<file path="src/rtl/pipelined_adder_pkg.sv">
// Shared FSM state encoding and parameter defaults for the ap_ctrl_hs adder driver.
package pipelined_adder_pkg;

  typedef enum logic [1:0] {
    IDLE      = 2'd0,
    START     = 2'd1,
    WAIT_DONE = 2'd2,
    OUTPUT    = 2'd3
  } state_t;

  localparam int DEF_DATA_WIDTH     = 32;
  localparam int DEF_TIMEOUT_CYCLES = 1024;
  localparam int DEF_CNT_WIDTH      = 16;
  localparam int WD_WIDTH           = 16;

endpackage

</file>
<file path="src/rtl/hls_watchdog.sv">
// Cycle watchdog: asserts expired on the limit-th consecutive enabled cycle; clear restarts it.
// Only built with PIPELINED_ADDER_DRIVER_TIMEOUT_EN defined.
`ifdef PIPELINED_ADDER_DRIVER_TIMEOUT_EN
module hls_watchdog
  import pipelined_adder_pkg::*;
#(
  parameter int W = WD_WIDTH
) (
  input  logic         ap_clk,
  input  logic         ap_rst,
  input  logic         clear,
  input  logic         enable,
  input  logic [W-1:0] limit,
  output logic         expired
);

  logic [W-1:0] count_q, count_d;

  // Combinational so the driver can leave its wait state on the very limit-th cycle.
  assign expired = enable && (count_q >= (limit - W'(1)));

  always_comb begin
    count_d = count_q;
    if (clear) begin
      count_d = '0;
    end else if (enable && !expired) begin
      count_d = count_q + W'(1);
    end
  end

  always_ff @(posedge ap_clk) begin
    if (ap_rst) begin
      count_q <= '0;
    end else begin
      count_q <= count_d;
    end
  end

endmodule
`endif

</file>
<file path="src/rtl/pipelined_adder_driver.sv">
// Runs one ap_ctrl_hs job per accepted operand pair (accept->out_valid >= 2 cycles); in_ready only in IDLE,
// result held until out_ready. Optional watchdog under PIPELINED_ADDER_DRIVER_TIMEOUT_EN.
module pipelined_adder_driver
  import pipelined_adder_pkg::*;
#(
  parameter int DATA_WIDTH     = DEF_DATA_WIDTH,
  parameter int TIMEOUT_CYCLES = DEF_TIMEOUT_CYCLES,
  parameter int CNT_WIDTH      = DEF_CNT_WIDTH
) (
  input  logic                  ap_clk,
  input  logic                  ap_rst,
  input  logic                  in_valid,
  output logic                  in_ready,
  input  logic [DATA_WIDTH-1:0] in_a,
  input  logic [DATA_WIDTH-1:0] in_b,
  output logic                  out_valid,
  input  logic                  out_ready,
  output logic [DATA_WIDTH-1:0] out_sum,
  output logic                  out_err,
  output logic                  acc_ap_start,
  input  logic                  acc_ap_done,
  input  logic                  acc_ap_idle,
  input  logic                  acc_ap_ready,
  output logic [DATA_WIDTH-1:0] acc_a,
  output logic [DATA_WIDTH-1:0] acc_b,
  input  logic [DATA_WIDTH-1:0] acc_sum,
  output logic                  busy,
  output logic [CNT_WIDTH-1:0]  job_cnt
);

  state_t                state_q, state_d;
  logic [DATA_WIDTH-1:0] acc_a_q, acc_a_d, acc_b_q, acc_b_d;
  logic [DATA_WIDTH-1:0] out_sum_q, out_sum_d;
  logic                  out_err_q, out_err_d;
  logic                  out_valid_q, out_valid_d;
  logic                  acc_ap_start_q, acc_ap_start_d;
  logic                  busy_q, busy_d;
  logic                  done_seen_q, done_seen_d;
  logic [CNT_WIDTH-1:0]  job_cnt_q, job_cnt_d;
  logic                  waiting;
  logic                  wd_expired;
  logic                  unused_cfg;

  assign waiting = (state_q == START) || (state_q == WAIT_DONE);

`ifdef PIPELINED_ADDER_DRIVER_TIMEOUT_EN
  hls_watchdog #(.W(WD_WIDTH)) u_watchdog (
    .ap_clk  (ap_clk),
    .ap_rst  (ap_rst),
    .clear   (!waiting),
    .enable  (waiting),
    .limit   (WD_WIDTH'(TIMEOUT_CYCLES)),
    .expired (wd_expired)
  );
  assign unused_cfg = acc_ap_idle;
`else
  assign wd_expired = 1'b0;
  assign unused_cfg = acc_ap_idle ^ TIMEOUT_CYCLES[0];
`endif

  always_comb begin
    state_d     = state_q;
    acc_a_d     = acc_a_q;
    acc_b_d     = acc_b_q;
    out_sum_d   = out_sum_q;
    out_err_d   = out_err_q;
    done_seen_d = done_seen_q;
    job_cnt_d   = job_cnt_q;
    case (state_q)
      IDLE: begin
        if (in_valid) begin
          acc_a_d     = in_a;
          acc_b_d     = in_b;
          done_seen_d = 1'b0;
          state_d     = START;
        end
      end
      START: begin
        // An early done (before ready) is kept so the job completes once ready arrives.
        if (acc_ap_done) begin
          out_sum_d   = acc_sum;
          out_err_d   = 1'b0;
          done_seen_d = 1'b1;
        end
        if (acc_ap_ready) begin
          state_d = (acc_ap_done || done_seen_q) ? OUTPUT : WAIT_DONE;
        end
      end
      WAIT_DONE: begin
        if (acc_ap_done) begin
          out_sum_d = acc_sum;
          out_err_d = 1'b0;
          state_d   = OUTPUT;
        end
      end
      OUTPUT: begin
        if (out_ready) begin
          state_d   = IDLE;
          job_cnt_d = job_cnt_q + CNT_WIDTH'(1);
        end
      end
      default: state_d = IDLE;
    endcase
    // A real completion in the expiry cycle wins over the timeout.
    if (wd_expired && waiting && (state_d != OUTPUT)) begin
      state_d   = OUTPUT;
      out_sum_d = '0;
      out_err_d = 1'b1;
    end
    acc_ap_start_d = (state_d == START);
    out_valid_d    = (state_d == OUTPUT);
    busy_d         = (state_d != IDLE);
  end

  always_ff @(posedge ap_clk) begin
    if (ap_rst) begin
      state_q        <= IDLE;
      acc_a_q        <= '0;
      acc_b_q        <= '0;
      out_sum_q      <= '0;
      out_err_q      <= 1'b0;
      out_valid_q    <= 1'b0;
      acc_ap_start_q <= 1'b0;
      busy_q         <= 1'b0;
      done_seen_q    <= 1'b0;
      job_cnt_q      <= '0;
    end else begin
      state_q        <= state_d;
      acc_a_q        <= acc_a_d;
      acc_b_q        <= acc_b_d;
      out_sum_q      <= out_sum_d;
      out_err_q      <= out_err_d;
      out_valid_q    <= out_valid_d;
      acc_ap_start_q <= acc_ap_start_d;
      busy_q         <= busy_d;
      done_seen_q    <= done_seen_d;
      job_cnt_q      <= job_cnt_d;
    end
  end

  assign in_ready     = (state_q == IDLE);
  assign out_valid    = out_valid_q;
  assign out_sum      = out_sum_q;
  assign out_err      = out_err_q;
  assign acc_ap_start = acc_ap_start_q;
  assign acc_a        = acc_a_q;
  assign acc_b        = acc_b_q;
  assign busy         = busy_q;
  assign job_cnt      = job_cnt_q;

endmodule

</file>
<file path="config.mk">
export PLATFORM = sky130hd
export DESIGN_NAME = pipelined_adder_driver
export DESIGN_NICKNAME = d
export VERILOG_FILES = /design/src/rtl/pipelined_adder_pkg.sv /design/src/rtl/hls_watchdog.sv /design/src/rtl/pipelined_adder_driver.sv
export SDC_FILE = /design/constraint.sdc
export NUM_CORES = 1
export LEC_CHECK = 0
export BUFFER_PORTS_ARGS = -buffer_cell sky130_fd_sc_hd__buf_4
export CAP_MARGIN = 20
export CORE_MARGIN = 2
export CORE_UTILIZATION = 42
export CTS_CLUSTER_DIAMETER = 60
export DETAILED_ROUTE_END_ITERATION = 8
export GPL_TIMING_DRIVEN = 0
export MAX_ROUTING_LAYER = met4
export PLACE_DENSITY = 0.82
export SLEW_MARGIN = 20
export SYNTH_ARGS = -nofsm -noshare
export SYNTH_HDL_FRONTEND = slang
export SYNTH_HIERARCHICAL = 1
export SYNTH_SLANG_ARGS = --single-unit
</file>
<file path="constraint.sdc">
create_clock -name ap_clk -period 2.01 [get_ports ap_clk]
set_clock_uncertainty 0.15 [all_clocks]
set_input_delay 0.402 -clock ap_clk [delete_from_list [all_inputs] [get_ports ap_clk]]
set_output_delay 0.402 -clock ap_clk [all_outputs]
set_load 0.1 [all_outputs]
</file>
# --- Word-level counts from Yosys, hierarchy flattened ---
# Index checks and enable logic that the tools add are counted.
classes:
  addsub: 1
  eq_ne: 7
  mux: 9
  reduce_logical: 9
ops:
  columns: ["op", "count"]
  rows:
  - ["$add 16x1->16 const B", 1]
  - ["$mux 2", 4]
  - ["$pmux 2 s4", 1]
  - ["$eq 2x2->1 const B", 3]
  - ["$reduce_and 2->1", 3]
  - ["$eq 2x1->1 const B", 2]
  - ["$ne 2x2->1 const B", 2]
  - ["$reduce_bool 2->1", 2]
  - ["$mux 1", 3]
  - ["$reduce_and 3->1", 1]
  - ["$logic_not 2->1", 1]
  - ["$pmux 1 s2", 1]
  - ["$reduce_or 2->1", 1]
  - ["$logic_or 1x1->1", 1]
word_totals:
  register_bits: 118
  output_inout_bits: 117

# --- Logic depth before layout (Yosys ltp) ---
logic_depth:
  word_depth: 5
  depth_mapped: 7

# --- Worst setup path after synthesis ---
# OpenSTA, ideal clock, no wires.
synth_timing:
  path_type: "register to register"
  start: "register job_cnt_q[7], in the netlist job_cnt[7]"
  end: "register job_cnt_q[15], in the netlist job_cnt[15]"
  arrival_ns: 2.168
  slack_ns: -0.378
  stages_incl_launch_ff: 5
  path_buffers: 0
  cell_sequence: "dfxtp_1 > and4_4 > nand4_4 > or4_1 > a21oi_1"
synth_via:
  elab_chain_len: 1
synth_rtl:
  columns: ["item", "line_no", "source"]
  rows:
  - ["start: declaration", "pipelined_adder_driver.sv:39", "logic [CNT_WIDTH-1:0] job_cnt_q, job_cnt_d;"]
  - ["start signal: assignment", "pipelined_adder_driver.sv:137", "job_cnt_q <= job_cnt_d;"]
  - ["$add 16x1->16", "pipelined_adder_driver.sv:99", "job_cnt_d = job_cnt_q + CNT_WIDTH'(1);"]
# No other way between the ends.
# A chain may end at the register's enable or synchronous reset.

# --- Worst setup path after layout ---
layout_timing:
  start: "register state_q[0]"
  end: "output in_ready"
layout_via:
  elab_chain_len: 1
layout_rtl:
  columns: ["item", "line_no", "source"]
  rows:
  - ["start: declaration", "pipelined_adder_driver.sv:31", "state_t state_q, state_d;"]
  - ["start signal: assignment", "pipelined_adder_driver.sv:128", "state_q <= state_d;"]
  - ["$logic_not 2->1", "pipelined_adder_driver.sv:141", "assign in_ready = (state_q == IDLE);"]
  - ["end: declaration", "pipelined_adder_driver.sv:13", "output logic in_ready,"]
# No other way between the ends.

==> flow_summary.json <==
{
  "status": "completed",
  "grt_pass1_vias": 5058,
  "place_area_um2": 6107,
  "timing.fmax_ghz": 0.5195,
  "nFillCells": 645,
  "hold_depth": 3,
  "cts_buffers": 17,
  "cap_violations": 0,
  "drive_gt1_frac": 0.3261,
  "design_area_um2": 7572,
  "detail_route.wl_per_cell_um": 14.90,
  "cp.depth": 3,
  "cts_tree": "built",
  "required_ps": 1460,
  "ff_latch_area_um2": 2380,
  "endpoint_kind": "primary output",
  "p_comb_frac": 0.300,
  "place_inst": 886,
  "nets": 972,
  "rsz0062_at_grt": "false",
  "start_util": 0.4351,
  "slowest_delay_ps": 340,
  "report.final.slew_viol_count": 0,
  "clockRootBuffer": "clkbuf_8",
  "hold_class": "in -> reg",
  "yosys_warnings": 6,
  "finalHoldViolCount": 0,
  "fin_ws_ps": 85.23,
  "slowest_stage": "dfxtp_2",
  "critPathTopFamily": "flip-flops",
  "drtIter0Drc": 218,
  "power_frac_seq": 0.350,
  "path_class": "reg -> out",
  "power_frac_clock": 0.350,
  "vias": 4964,
  "multi_input_area_um2": 1769,
  "syn_inst": 537,
  "row_count": 36,
  "cellLeakagePower_nw": 3.374,
  "max_slew_margin": 0.6075,
  "tightest_slew_ps": 588.8,
  "drc": 0,
  "fin_worst_hold_slack_ps": 27.66,
  "grtUsageTotal": 0.2840,
  "clock_sinks": 118,
  "port_buffers": 216,
  "crit_fanout": 8,
  "cp_cell_sequence": "inv_1 > ha_4 > buf_8",
  "htreeDepth": 4,
  "grt_remaining_overflow": 0,
  "die-area_um2": 11040,
  "dr.pass1.iters": 5,
  "syn_area_um2": 4292,
  "critPathBufInv": 2,
  "ant_nets": 0,
  "cts_buffer_depth": 2,
  "grt_max_degree": 17,
  "synth_cell_types": 31,
  "finalCritPeriodShare": 0.9576,
  "dp_worst_setup_slack_ps": -187.0,
  "cp-start-kind": "flip-flop",
  "p_per_area_nw_per_um2": 977.7,
  "gp_routability_congestion": 0.8601,
  "post-dp-hpwl_mm": 9.480,
  "p_int_mw": 4.695,
  "die_y_um": 105.1,
  "ys_ff_latch": 118,
  "layout.cells.non_filler": 1008,
  "worstRegToRegCells": 5,
  "p_sw_frac": 0.3658,
  "clk_pin_slew_worst_paths_ps": 60,
  "area_growth_pct": 76.44,
  "post_cts_buffers": 0,
  "ios": 220,
  "finalSetupTns_ps": 0,
  "wirelength_mm": 15.02,
  "setup_viol": 0,
  "die_w_um": 105.1,
  "grt_pass1_wl_mm": 24.11,
  "antenna_found_initial": 1,
  "power.switching_mw": 2.708,
  "clk_latency_ps": 510,
  "irDropWorstVdd_v": 0.0005596,
  "routed_via_density": 4.925,
  "ys_seq_area_frac": 0.5504,
  "avgSynthCellArea_um2": 7.992,
  "coreArea_um2": 9864,
  "fin_crit_ps": 1925,
  "arrival_ps": 1370,
  "syn_nets": 645
}
power by group through the flow:
stage               sequential (mW)  clock, mW  combinational [mW]
global route                   2.61       2.74                2.32
finish                         2.59       2.59                2.22
detailed placement             2.63          0                2.03
floorplan                      3.73          0               0.411
CTS                            2.59       2.63                2.19
global placement               2.63          0                2.01
layer usage:
layer,GRT usage,up-vias,wire [um]
met5,-,-,0
met2,0.4958,206,7913
met3,0.06987,42,901
met1,0.2935,2312,5708
met4,0.1524,0,500
li1,-,2404,-
worst min-delay path, cell delays in order:
cell,delay [ps]
buf_4,110
nand2_1,60
a21oi_1,60
metrics by stage:
stage            util  power, mW
5_1_grt        0.7676      7.673
3_3_place_gp   0.6191      4.635
2_1_floorplan       -      4.137
6_report       0.7676      7.403
4_1_cts        0.7645      7.402
3_5_place_dp   0.6191      4.668
synthesized netlist by cell type:
cell type | number | share of area
and3_2 | 1 | 0.0017
conb_1 | 1 | 0.00087
clkbuf_1 | 30 | 0.026
nand4_1 | 5 | 0.0073
nand2_1 | 199 | 0.17
or3_1 | 3 | 0.0044
clkbuf_2 | 2 | 0.0023
nor3_1 | 1 | 0.0012
nand2b_1 | 2 | 0.0029
and3_1 | 1 | 0.0015
or4_1 | 1 | 0.0017
buf_4 | 2 | 0.0035
nand3_2 | 1 | 0.0023
xor2_1 | 10 | 0.020
nand4_4 | 1 | 0.0050
o31ai_1 | 2 | 0.0035
nor2_1 | 15 | 0.013
a21oi_1 | 109 | 0.13
nand3_1 | 4 | 0.0047
buf_2 | 1 | 0.0012
o21ai_0 | 7 | 0.0082
dfxtp_1 | 118 | 0.55
buf_1 | 3 | 0.0026
ha_1 | 5 | 0.015
and4_1 | 2 | 0.0041
xnor2_1 | 1 | 0.0020
and4_4 | 1 | 0.0026
nor2b_1 | 1 | 0.0015
inv_1 | 5 | 0.0044
and2_2 | 1 | 0.0017
and2_1 | 2 | 0.0029
cells in the final DEF (no fill, tap or decap), drive strengths merged:
cell type,instances
a21oi,109
and2,3
and3,2
and4,3
buf,220
bufinv,1
clkbuf,52
clkinv,8
clkinvlp,2
conb,1
dfxtp,118
diode,1
dlygate4sd3,92
ha,5
inv,5
nand2,199
nand2b,2
nand3,5
nand4,6
nor2,15
nor2b,1
nor3,1
o21ai,7
o31ai,2
or3,3
or4,1
xnor2,1
xor2,10
flip-flops by register name (all words and copies together), names as in the netlist:
register and flops:
done_seen_q 1, busy 1, acc_ap_start 1, acc_a 32, out_sum 32, state_q 2, job_cnt 16, acc_b 32
out_valid 1
area by class of cell:
type                       count  share of cell area
timing repair buffer         308              0.3367
antenna                        1           0.0003305
sequential                   118              0.3143
buffer                        38             0.02363
clock buffer                  18             0.05519
multi-input combinational    376              0.2336
tap                          133             0.02198
clock inverter                11             0.01173
inverter                       5            0.002479
final timing paths:
path	from	endpoint	slack, ps
worst max-delay path	state_q[0]	in_ready	90
worst min-delay path	in_a[13]	acc_a[13]	30
worst max register to register	state_q[0]	job_cnt[15]	130
worst min register to register	acc_a[28]	acc_a[28]	300
repair_timing:
action | in CTS | in global routing
hold endpoints to repair | 92 | 0
resized for setup | 3 | 33
endpoints found under the setup margin | 56 | 91
hold buffers | 92 | 0
cloned | 0 | 0
kinds of logic after synthesis:
kind of cell | count (synthesis) | synth area share
XOR/XNOR | 11 | 0.02245
buffers and inverters | 43 | 0.04023
AND/OR/NAND/NOR | 241 | 0.2327
other | 1 | 0.0008738
adder cells (fa/ha/maj) | 5 | 0.01458
flip-flops | 118 | 0.5504
AO/OA/AOI/OAI | 118 | 0.1388
No activity file was read; power rests on OpenSTA's default activity.
